[config.mk]
export PLATFORM = sky130hd
export DESIGN_NAME = rr_priority_arbiter
export DESIGN_NICKNAME = d
export VERILOG_FILES = /design/src/rtl/arb_pkg.sv /design/src/rtl/priority_pick.sv /design/src/rtl/rr_priority_arbiter.sv
export SDC_FILE = /design/constraint.sdc
export NUM_CORES = 1
export LEC_CHECK = 0
export ABC_AREA = 1
export BUFFER_PORTS_ARGS = -buffer_cell sky130_fd_sc_hd__buf_4
export CAP_MARGIN = 10
export CORE_MARGIN = 2
export CORE_UTILIZATION = 50
export CTS_CLUSTER_DIAMETER = 50
export DETAILED_ROUTE_END_ITERATION = 12
export PLACE_DENSITY = 0.74
export SYNTH_ARGS = -nofsm -noshare
export SYNTH_HDL_FRONTEND = slang
export SYNTH_HIERARCHICAL = 1
export SYNTH_SLANG_ARGS = --single-unit
[constraint.sdc]
create_clock -name clk -period 6.3 [get_ports clk]
set_input_delay 1.26 -clock clk [delete_from_list [all_inputs] [get_ports clk]]
set_output_delay 1.26 -clock clk [all_outputs]
set_load 0.01 [all_outputs]
[src/rtl/arb_pkg.sv]
// Shared types and mode encodings for the round-robin / fixed-priority arbiter.
package arb_pkg;

  typedef enum logic {ARB_IDLE, ARB_GRANT} arb_state_t;

  localparam logic MODE_FIXED = 1'b0;
  localparam logic MODE_RR    = 1'b1;

endpackage

[src/rtl/priority_pick.sv]
// Combinational picker: one-hot of the highest set bit of 'in', zero when 'in' is empty.
module priority_pick #(
  parameter int N = 8
) (
  input  logic [N-1:0] in,
  output logic [N-1:0] out
);

  // Ascending scan so the last (highest) set bit overwrites any lower one.
  always_comb begin
    out = '0;
    for (int i = 0; i < N; i++) begin
      if (in[i]) begin
        out    = '0;
        out[i] = 1'b1;
      end
    end
  end

endmodule

[src/rtl/rr_priority_arbiter.sv]
// N-requester arbiter with a registered one-hot grant, held until ack or request drop,
// selecting by fixed MSB-first priority or round-robin from a runtime mode input.
module rr_priority_arbiter
  import arb_pkg::*;
#(
  parameter  int N     = 8,
  localparam int IDX_W = $clog2(N)
) (
  input  logic             clk,
  input  logic             reset_n,
  input  logic             mode,
  input  logic [N-1:0]     req,
  input  logic             ack,
  output logic [N-1:0]     gnt,
  output logic             gnt_valid,
  output logic [IDX_W-1:0] gnt_idx
);

  arb_state_t       state;
  logic [IDX_W-1:0] ptr;

  logic             arbitrate;
  logic [N-1:0]     cand;
  logic [N-1:0]     rot;
  logic [N-1:0]     pick;
  logic [N-1:0]     win;
  logic [IDX_W-1:0] win_idx;
  logic [IDX_W-1:0] ptr_next;
  logic [IDX_W-1:0] k;
  int               shamt;

  // Rotating right by ptr+1 lands ptr on the top bit, so the highest-bit picker
  // searches ptr, ptr-1, ..., 0, N-1, ..., ptr+1; a zero shift gives fixed priority.
  always_comb begin
    arbitrate = 1'b0;
    cand      = '0;
    shamt     = 0;
    rot       = '0;
    win       = '0;
    win_idx   = '0;
    k         = '0;

    case (state)
      ARB_IDLE: begin
        arbitrate = 1'b1;
        cand      = req;
      end
      ARB_GRANT: begin
        arbitrate = ack || !(|(req & gnt));
        cand      = req & ~gnt;
      end
      default: ;
    endcase

    case (mode)
      MODE_FIXED: shamt = 0;
      MODE_RR:    shamt = int'(ptr) + 1;
      default:    shamt = 0;
    endcase

    for (int j = 0; j < N; j++) begin
      k      = IDX_W'((j + shamt) % N);
      rot[j] = cand[k];
    end

    for (int j = 0; j < N; j++) begin
      k      = IDX_W'((j + shamt) % N);
      win[k] = pick[j];
    end

    for (int i = 0; i < N; i++) begin
      if (win[i]) win_idx = IDX_W'(i);
    end

    ptr_next = (win_idx == '0) ? IDX_W'(N - 1) : (win_idx - IDX_W'(1));
  end

  priority_pick #(.N(N)) u_pick (
    .in  (rot),
    .out (pick)
  );

  // Outputs only change at arbitration edges; an empty candidate set returns to idle.
  always_ff @(posedge clk) begin
    if (!reset_n) begin
      state     <= ARB_IDLE;
      gnt       <= '0;
      gnt_valid <= 1'b0;
      gnt_idx   <= '0;
      ptr       <= IDX_W'(N - 1);
    end else if (arbitrate) begin
      if (|win) begin
        state     <= ARB_GRANT;
        gnt       <= win;
        gnt_valid <= 1'b1;
        gnt_idx   <= win_idx;
        ptr       <= ptr_next;
      end else begin
        state     <= ARB_IDLE;
        gnt       <= '0;
        gnt_valid <= 1'b0;
        gnt_idx   <= '0;
      end
    end
  end

endmodule

==> impl_results.md, run 1 <==
* WHS Endpoint: ptr[1]
* CTS root buf: clkbuf_8
* Vias in the first global route at ~2300
* Final instance area at 2430 um2
* Max IR drop VDD at 0.379 mV
* Via Count at 2484
* WL met3 at 503 um
* Setup TNS at 0 ns
* Port Buf Inserts at 23
* Register Area at 300 um2
* DRC Markers at 0
* Die extent in x at 70.5 um
* Slew @ Worst Pin at 0.824 ns
* Die area at approximately 5000 um2
* P&R area growth vs syn at 10.1%
* Fin crit period at 5.45 ns
* Commonest non-fill, non-tap cell in the layout: nand2_1
* PD cells at 626 nW/um2
* FF+latch count, synth at 15
* Routed len/inst at 12.9 um
* Fillcell total at 465
* Hold Path Depth at 2
* Ratio of cells with drive above 1 in the final layout at 0.147
* Initial Utilization at 0.515
* Critical path type: input port to flip-flop
* Fraction of the yosys area taken by sequential cells at 0.136
* Slew HR at 0.445
* Reg2Reg Depth at 29
* Final clock skew at ~0.0052 ns
* Worst Path Buf+Inv at 9
* CTS H-tree lvls at 1
* Hold buffers post-CTS at 0
* Post-CTS Setup Repair Bufs at 0
* Antenna-violating nets left at 0
* Total power at 1520 uW
* Die Ht at slightly above 70 um
* IO Count at 24
* RSZ-0062 raised after global routing: false
* WP data required at 6.44 ns
* GRT Util Overall at 0.258
* Post-synthesis cell type count at 38
* Area occupied by multi-input gates at 1540 um2
* GP Congestion at 1.05
* First-pass GRT wire length at 10.4 mm
* Family with the most delay on the worst path: simple AND/OR/NAND/NOR gates
* CTS tree: built
* DP Area at 2390 um2
* Final Max Slew Viols at 0
* Hold Crit Class: flip-flop to flip-flop
* Setup crit start kind: input port
* Initial antenna violation count at 0
* Final period utilization at 0.866
* HP Start: ptr[1]
* Max-cap violations at 0
* Core area at 4290 um2
* Final Hold Vio Count at 0
* Total grt overflow at 0
* Total CTS buffers at 3
* R2R Path Start: ptr[0]
* Ant diodes at 0
* Reg2reg end: ptr[2]
* Most frequent cells in the layout: nand2_1 (143), inv_1 (67), o21ai_0 (36), nand3_1 (29), buf_4 (28)
* Reg2Reg Setup Slack at 1.45 ns
* Syn Area/Cell at between 5 and 6 um2
* Hpwl dp at 4.88 mm
* Met2 Wirelength at 2.86 mm
* Clock transition at the registers of the reported paths at 0.07 ns
* Largest net degree at the start of global routing at 33
* Total leakage power at 0.00139 uW
* CP endpoint kind: flip-flop
* Post-synthesis instance total at a little over 400
* Row count at 24
* Post-Syn Area at about 2200 um2
* Nets at 445
* M1 WL at between 2 and 3 mm
* Most frequent cell on the critical path: nand2_1
* CP max stage delay at 0.45 ns
* Slowest CP cell: ha_1
* Mapped Nets at 425
* Post_cts resized at 0
* Endpoints failing setup at 0
* CTS sink cnt at 15
* Skew-Pair Late Insertion Delay at 0.25 ns
* Crit-path max FO at 32
* Arr. time, crit path at 5.59 ns
* Via density at 5.23
* Top routing layer in use: met4
* Fmax at 183 MHz
* DR iter-0 viols at 334
* YS warnings at 6
* Routed wire length at about 6.1 mm
* Outcome: finished clean
* Clock Path Buffers at 2
* DRT Pass-1 Iters at 5
## kinds of logic after synthesis
family | synth area share
AO/OA/AOI/OAI | 0.178
adder cells (fa/ha/maj) | 0.0510
buffers and inverters | 0.169
flip-flops | 0.136
AND/OR/NAND/NOR | 0.465
## worst max path at each step
stage / from / end / cells after the start
after floorplan: mode / ptr[2] / 35
after global placement: mode / ptr[2] / 34
after detailed placement: mode / ptr[2] / 34
after CTS: mode / ptr[2] / 34
after global routing: mode / ptr[2] / 31
final: mode / ptr[2] / 32
## sequential cells by signal, indices dropped and copies added (netlist names)
signal / cells
state: 1
gnt_idx: 3
gnt: 8
ptr: 3
## Yosys cell counts (all sizes together)
library cell	instances	area [um2]
a221oi	2	17.5
a21boi	1	7.51
nand2	151	597
o211ai	3	22.5
o21bai	3	22.5
ha	9	113
o21ai	39	199
nand3	33	185
buf	8	68.8
dfxtp	15	300
a21oi	17	100
nor3	4	36.3
a31oi	2	12.5
and2	1	6.26
clkbuf	5	28.8
nor2	27	148
nand4	8	50.1
inv	73	277
o22ai	2	12.5
nor4	1	6.26
## stage by stage
step	instances	utilization	setup WS (ns)	hold WS, ns
after floorplan	404	-	1.02	0.433
after CTS	475	0.567	0.913	0.469
after global placement	471	0.556	0.713	0.450
after detailed placement	471	0.556	0.658	0.453
final	475	0.567	0.847	0.463
after global routing	475	0.567	0.378	0.496
## worst register-to-register path: cells and delay by family, from the launching register on
| kind | cells | cell delay (ns) |
|---|---|---|
| AOI/OAI and AO/OA | 3 | 0.61 |
| adders and majority gates | 4 | 1.34 |
| and+or+nand+nor | 16 | 1.77 |
| DFF | 1 | 0.36 |
| buffers and inverters | 6 | 0.66 |
## area by class of cell
type | count | area share
clock buffer | 3 | 0.0170
clock inverter | 1 | 0.00206
tap | 52 | 0.0267
multi-input combinational | 303 | 0.631
timing repair buffer | 28 | 0.0864
sequential | 15 | 0.123
inverter | 73 | 0.114
## where the power goes
group	switching (uW)	internal [uW]	leakage [uW]	total, uW
clock	36.1	43.8	0.0000255	79.9
combinational	841	423	0.00124	1260
sequential	40.6	138	0.000124	179
total	918	605	0.00139	1520
## per-layer routing
| metal | up-vias | track usage |
|---|---|---|
| met3 | 22 | 0.0173 |
| met4 | 0 | 0.109 |
| met1 | 1040 | 0.341 |
| met5 | - | 0 |
| met2 | 114 | 0.431 |
| li1 | 1308 | - |
Note: power is estimated with default switching activity, not from simulation.
==> run 2, diff against run 1 <==
Settings changed: PLACE_DENSITY 0.74 to 0.73, SYNTH_HIERARCHICAL 1 to not set.
==> run 2 against run 1 <==
Effect of this change:
- total power grew 6.5%
- clock-buffer cell count is the same
- first-iteration DRC count shrank 53%
- sequential cell count is the same
- clock power shrank 3.8%
- non-clock buffer count shrank 5
- sequential share of layout area shrank 0.68 points
- sequential power grew 3%
- utilization grew 1.3 points
- area after synthesis grew 6.5%
- final cell count grew 7.2%
- wire length grew 16%
==> impl_results.md, run 2 <==
* Outcome: finished clean
* Fin crit period at 4.39 ns (-1.07 ns)
* Post-CTS Setup Repair Bufs at 0 (unchanged)
* Post-synthesis instance total at 439 (+8.7%)
* Clock transition at the registers of the reported paths at 0.06 ns (about the same)
* Post_cts resized at 0 (unchanged)
* Final Hold Vio Count at 0 (unchanged)
* Max-cap violations at 0 (unchanged)
* Final clock skew at 0.000840 ns (-0.00436 ns)
* Biggest registers after layout: gnt x8, gnt_idx x3, ptr x3
* Nets at 479 (+7.6%)
* Die Ht at 72.6 um (+3.0%)
* Arr. time, crit path at 4.52 ns (-1.07 ns)
* FF+latch count, synth at 15 (unchanged)
* Vias in the first global route at 2550 (+10%)
* Final Max Slew Viols at 0 (unchanged)
* GRT Util Overall at 0.286 (+0.0284)
* P&R area growth vs syn at 9.46%
* Post-Syn Area at 2350 um2 (+6.5%)
* Hold Crit Class: flip-flop to flip-flop
* Largest net degree at the start of global routing at 22 (-33%)
* Crit-path max FO at 21 (-34%)
* CTS H-tree lvls at 1 (unchanged)
* Core area at 4440 um2 (+3.5%)
* Antenna-violating nets left at 0 (unchanged)
* YS warnings at 0 (-6)
* Row count at 24 (unchanged)
* Total grt overflow at 0 (unchanged)
* Total CTS buffers at 3 (unchanged)
* Slew HR at 0.545 (+0.100)
* Dpl cells at 505 (+7.2%)
* Initial Utilization at 0.530 (+0.0150)
* Die extent in x at 72.6 um (+3.0%)
* PD cells at 629 nW/um2 (+0.56%)
* Slew @ Worst Pin at 0.680 ns (-0.144 ns)
* Fraction of the yosys area taken by sequential cells at 0.128 (-0.00831)
* Hold buffers post-CTS at 0 (unchanged)
* Setup TNS at 0 ns (unchanged)
* Most frequent cells in the layout: nand2_1 (160), nand3_1 (71), inv_1 (55), nor2_1 (28), buf_4 (23)
* IO Count at 24 (unchanged)
* DRT Pass-1 Iters at 5 (unchanged)
* Post-synth EDFFs at 0 (unchanged)
* Routed len/inst at 14.0 um (+8.2%)
* Via density at 5.56 (+6.3%)
* Commonest non-fill, non-tap cell in the layout: nand2_1
* CP endpoint kind: flip-flop
* Post-synth top flop: dfxtp_1
* Clock Path Buffers at 2 (unchanged)
* Count leader, synth: nand2_1
* Total leakage power at 0.00144 uW (+4.0%)
* GP Congestion at 0.988 (-5.7%)
* Initial antenna violation count at 0 (unchanged)
* Endpoints failing setup at 0 (unchanged)
* Skew-Pair Late Insertion Delay at 0.24 ns (about the same)
* Max FFs per register at 8 (unchanged)
* Post-synthesis cell type count at 28 (-26%)
* CTS root buf: clkbuf_8
* WP data required at 6.43 ns (about the same)
* Die area at 5270 um2 (+6.1%)
* DRC Markers at 0 (unchanged)
* Ratio of cells with drive above 1 in the final layout at 0.153 (+0.00660)
* Final period utilization at 0.696 (-0.170)
* Syn Area/Cell at 5.36 um2 (-2.0%)
* Port Buf Inserts at 23 (unchanged)
* Top Usage Layer GRT: met2
* Cell taking the most area after synthesis: nand2_1
* Post-synth ARST share at 0 (unchanged)
* Top cells by area, synth: nand2_1 (26%), nand3_1 (15%), dfxtp_1 (13%), inv_1 (8.8%), ha_1 (4.8%)
* Fmax at 228 MHz (+24%)
* Mapped Nets at 460 (+8.2%)
* Via Count at 2829 (+14%)
* DR iter-0 viols at 156 (-53%)
* Met1 Track Usage GR at 0.385 (+0.0442)
* Hpwl dp at 5.81 mm (+19%)
* Yosys top cell area share at 0.255 (+0.0123)
* Ant diodes at 0 (unchanged)
* Fin cells at 509 (+7.2%)
* Routed wire length at 7.11 mm (+16%)
* Post-synth top cells: nand2_1 (160), nand3_1 (71), inv_1 (55)
* First-pass GRT wire length at 12.0 mm (+15%)
* Met3 GRT Util at 0.0387 (+0.0214)
* CTS sink cnt at 15 (unchanged)
* M2 GR Usage at 0.468 (+0.0369)
* Largest Register: gnt
* Critical path type: input port to flip-flop
* CTS tree: built
* Max IR drop VDD at 0.324 mV (-14%)
* RSZ-0062 raised after global routing: false
* Setup crit start kind: input port
[run 2: worst paths after layout]
check                   from         end  slack (ns)  cells after the start
hold / removal    gnt_idx[0]  gnt_idx[0]        0.48                      2
setup reg to reg      ptr[0]      ptr[2]        2.33                     27
hold reg to reg   gnt_idx[0]  gnt_idx[0]        0.48                      2
setup / recovery        mode      ptr[2]        1.91                     25
[run 2: per-layer routing]
metal	vias up	part of all wire	wire length (um)
met5	-	0	0
met4	0	0.034	241
met3	27	0.056	395
met2	123	0.46	3260
met1	1250	0.45	3210
li1	1429	-	-
[run 2: critical path, cell delays in order]
cell	delay, ns
buf_4	0.15
nand2_2	0.25
ha_1	0.50
inv_1	0.14
nand3_1	0.16
nand3_1	0.11
nand2_2	0.13
nand3_4	0.11
nor2_1	0.22
inv_1	0.19
nand2_1	0.09
nand2_1	0.07
nand2_1	0.07
nand2_1	0.05
nand2_1	0.09
nor2_2	0.05
inv_1	0.04
nand2_1	0.04
nand2_1	0.07
inv_1	0.05
ha_1	0.19
ha_1	0.26
inv_1	0.03
nand3_1	0.07
nand3_1	0.09
[run 2: area by class of cell]
cell class,instances,area (um2)
inverters,66,248
clock inverters,1,5.00
flip-flops and latches,15,300
multi-input cells,349,1740
fillers,471,1870
clock buffers,3,41.3
repair buffers,23,173
well taps,52,65.1
[run 2: logic make-up after synthesis]
| family | synth area share |
|---|---|
| AND/OR/NAND/NOR | 0.603 |
| buffers and inverters | 0.131 |
| AO/OA/AOI/OAI | 0.0904 |
| flip-flops | 0.128 |
| adder cells (fa/ha/maj) | 0.0478 |
[run 2: power breakdown]
part           internal [uW]  leakage (uW)  switching (uW)
Sequential               138      0.000125            46.5
Clock                   43.7     0.0000255            33.1
Combinational            434       0.00129             925
[run 2: metrics by stage]
step	hold slack (ns)	power (uW)	util	instance area, um2	setup WS (ns)
6_report	0.480	1620	0.580	2580	1.91
3_5_place_dp	0.476	1530	0.569	2530	1.71
4_1_cts	0.485	1610	0.580	2580	1.96
2_1_floorplan	0.433	1230	-	2350	2.12
3_3_place_gp	0.454	1520	0.569	2530	1.78
5_1_grt	0.500	1800	0.580	2580	1.51
==> run 3, diff against run 2 <==
Clock period 6.3 ns to 4.5 ns, I/O delays scaled along.
==> run 3 against run 2 <==
Effect of this change:
- design area is 0.87% higher
- total power is 42% higher
- register-to-register slack worse by 1.7 ns
- first-iteration DRC count is 110% higher
- clock power is 46% higher
- final cell count is 0.59% higher
- sequential share of layout area is 0.10 points lower
- highest routed layer unchanged
- critical endpoint unchanged
- non-clock buffer count is 3 higher
- global-route usage is 0.95 points higher
- sequential cell count stayed put
==> impl_results.md, run 3 (synthesis results as in run 2) <==
* Outcome: finished clean
* Crit-path max FO at 10 (-52%)
* Die Ht at 72.6 um (unchanged)
* Routed wire length at 7.13 mm (+0.28%)
* Max IR drop VDD at 0.426 mV (+31%)
* GP Congestion at 0.977 (-1.1%)
* Skew-Pair Late Insertion Delay at 0.25 ns (about the same)
* Largest net degree at the start of global routing at 22 (unchanged)
* Post_cts resized at 0 (unchanged)
* Biggest registers after layout: gnt x8, gnt_idx x3, ptr x3
* Clock Path Buffers at 2 (unchanged)
* Routed len/inst at 13.9 um (-0.31%)
* Total CTS buffers at 3 (unchanged)
* Max-cap violations at 0 (unchanged)
* DR iter-0 viols at 322 (+110%)
* Initial antenna violation count at 0 (unchanged)
* CTS H-tree lvls at 1 (unchanged)
* Reg2Reg Setup Slack at 0.61 ns (-1.72 ns)
* Fin crit period at around 3.9 ns
* Nets at 482 (+0.63%)
* Reg2reg end: ptr[2]
* CTS tree: built
* P&R area growth vs syn at 10.4%
* Critical path type: flip-flop to flip-flop
* WP data required at 4.63 ns (-1.80 ns)
* Most frequent cells in the layout: nand2_1 (160), nand3_1 (71), inv_1 (55), nor2_1 (28), buf_4 (26)
* Slew @ Worst Pin at 0.514 ns (-0.166 ns)
* Die extent in x at 72.6 um (unchanged)
* Ratio of cells with drive above 1 in the final layout at 0.159 (+0.00552)
* Total power at 2300 uW (+42%)
* Die area at 5270 um2 (unchanged)
* Post-CTS Setup Repair Bufs at 0 (unchanged)
* CTS sink cnt at 15 (unchanged)
* Finished Core Util at 0.585 (+0.00507)
* Vias in the first global route at 2688 (+5.4%)
* Endpoints failing setup at 0 (unchanged)
* Via density at 5.47 (-1.6%)
* Max FFs per register at 8 (unchanged)
* IO Count at 24 (unchanged)
* Slew HR at 0.655 (+0.110)
* Largest Register: gnt
* Row count at 24 (unchanged)
* GRT Util Overall at 0.296 (+0.00947)
* Dpl cells at 508 (+0.59%)
* Via Count at 2801 (-0.99%)
* First-pass GRT wire length at 12.5 mm (+4.4%)
* CP endpoint kind: flip-flop
* Clock transition at the registers of the reported paths at 0.07 ns (about the same)
* Fmax at approximately 260 MHz
* Final Hold Vio Count at 0 (unchanged)
* DRC Markers at 0 (unchanged)
* RSZ-0062 raised after global routing: false
* Fin cells at 512 (+0.59%)
* Port Buf Inserts at 23 (unchanged)
* Antenna-violating nets left at 0 (unchanged)
* Ant diodes at 0 (unchanged)
* HP Start: gnt_idx[0]
* Hpwl dp at 5.88 mm (+1.2%)
* Final period utilization at 0.864
* Arr. time, crit path at 4.02 ns (-0.50 ns)
* Hold buffers post-CTS at 0 (unchanged)
* Core area at 4440 um2 (unchanged)
* Final Max Slew Viols at 0 (unchanged)
* WHS Endpoint: gnt_idx[0]
* Setup TNS at 0 ns (unchanged)
* Hold Crit Class: flip-flop to flip-flop
* Hold Path Depth at 2 (unchanged)
* R2R Path Start: ptr[0]
* DRT Pass-1 Iters at 5 (unchanged)
* Initial Utilization at 0.530 (unchanged)
* Total grt overflow at 0 (unchanged)
* Setup crit start kind: flip-flop
* Commonest non-fill, non-tap cell in the layout: nand2_1
* PD cells at 884 nW/um2 (+40%)
* CTS root buf: clkbuf_8
* Reg2Reg Depth at 27 (unchanged)
* Final clock skew at 0.00509 ns (+0.00425 ns)
* Total leakage power at 0.00146 uW (+0.97%)
-- run 3: cell count changes in the layout (fill, tap and decap cells not counted), sizes merged --
| cell | before | now |
|---|---|---|
| buf | 23 | 26 |
-- run 3: how the worst max path moves through the flow --
stage	slack, ns	endpoint	cells past startpoint	start
after CTS	0.64	ptr[2]	27	ptr[0]
after floorplan	0.68	ptr[2]	29	mode
after global placement	0.48	ptr[2]	28	mode
after global routing	0.18	ptr[2]	29	ptr[0]
after detailed placement	0.40	ptr[2]	26	mode
final	0.61	ptr[2]	27	ptr[0]
-- run 3: area by class of cell --
cell class	instances	area (um2)
Clock buffer	3	41.3
Multi-Input combinational cell	349	1740
Clock inverter	1	5.00
Timing Repair Buffer	26	195
Tap cell	52	65.1
Sequential cell	15	300
Fill cell	492	1850
Inverter	66	248
-- run 3: worst max-delay path, cell delays in order, from the launching register on --
cell and delay (ns):
dfxtp_1 0.49, ha_1 0.33, nand2_2 0.20, inv_2 0.12
ha_1 0.25, inv_1 0.08, nand4_1 0.11, nand2_2 0.18
nand3_1 0.11, nand2_2 0.12, nand2_2 0.10, nor2_4 0.21
nand3_1 0.10, nand2_1 0.10, nand2_1 0.06, nand3_1 0.06
nand2_1 0.06, nand3_1 0.13, nand2_1 0.08, nand2_1 0.06
nor2_1 0.05, nand2_1 0.08, inv_1 0.05, ha_1 0.19
ha_1 0.27, inv_1 0.03, nand3_1 0.06, nand3_1 0.08
-- run 3: metal layers --
| metal | wire (um) | global-route usage | up-vias |
|---|---|---|---|
| met5 | 0 | 0 | - |
| met4 | 155 | 0.0885 | 0 |
| met3 | 439 | 0.0290 | 12 |
| met2 | 3290 | 0.479 | 113 |
| met1 | 3240 | 0.416 | 1238 |
| li1 | - | - | 1438 |
-- run 3: through the flow --
step                      cell area [um2]  hold WS, ns  worst slack (ns)
after floorplan                      2350        0.433             0.685
final                                2600        0.459             0.610
after global routing                 2600        0.488             0.179
after detailed placement             2550        0.456             0.397
after CTS                            2600        0.466             0.641
after global placement               2550        0.452             0.476
-- run 3: report_power, final --
group | internal [uW] | switching, uW | leakage, uW
clock | 61.4 | 50.7 | 0.0000255
combinational | 625 | 1300 | 0.00131
sequential | 193 | 65.0 | 0.000125
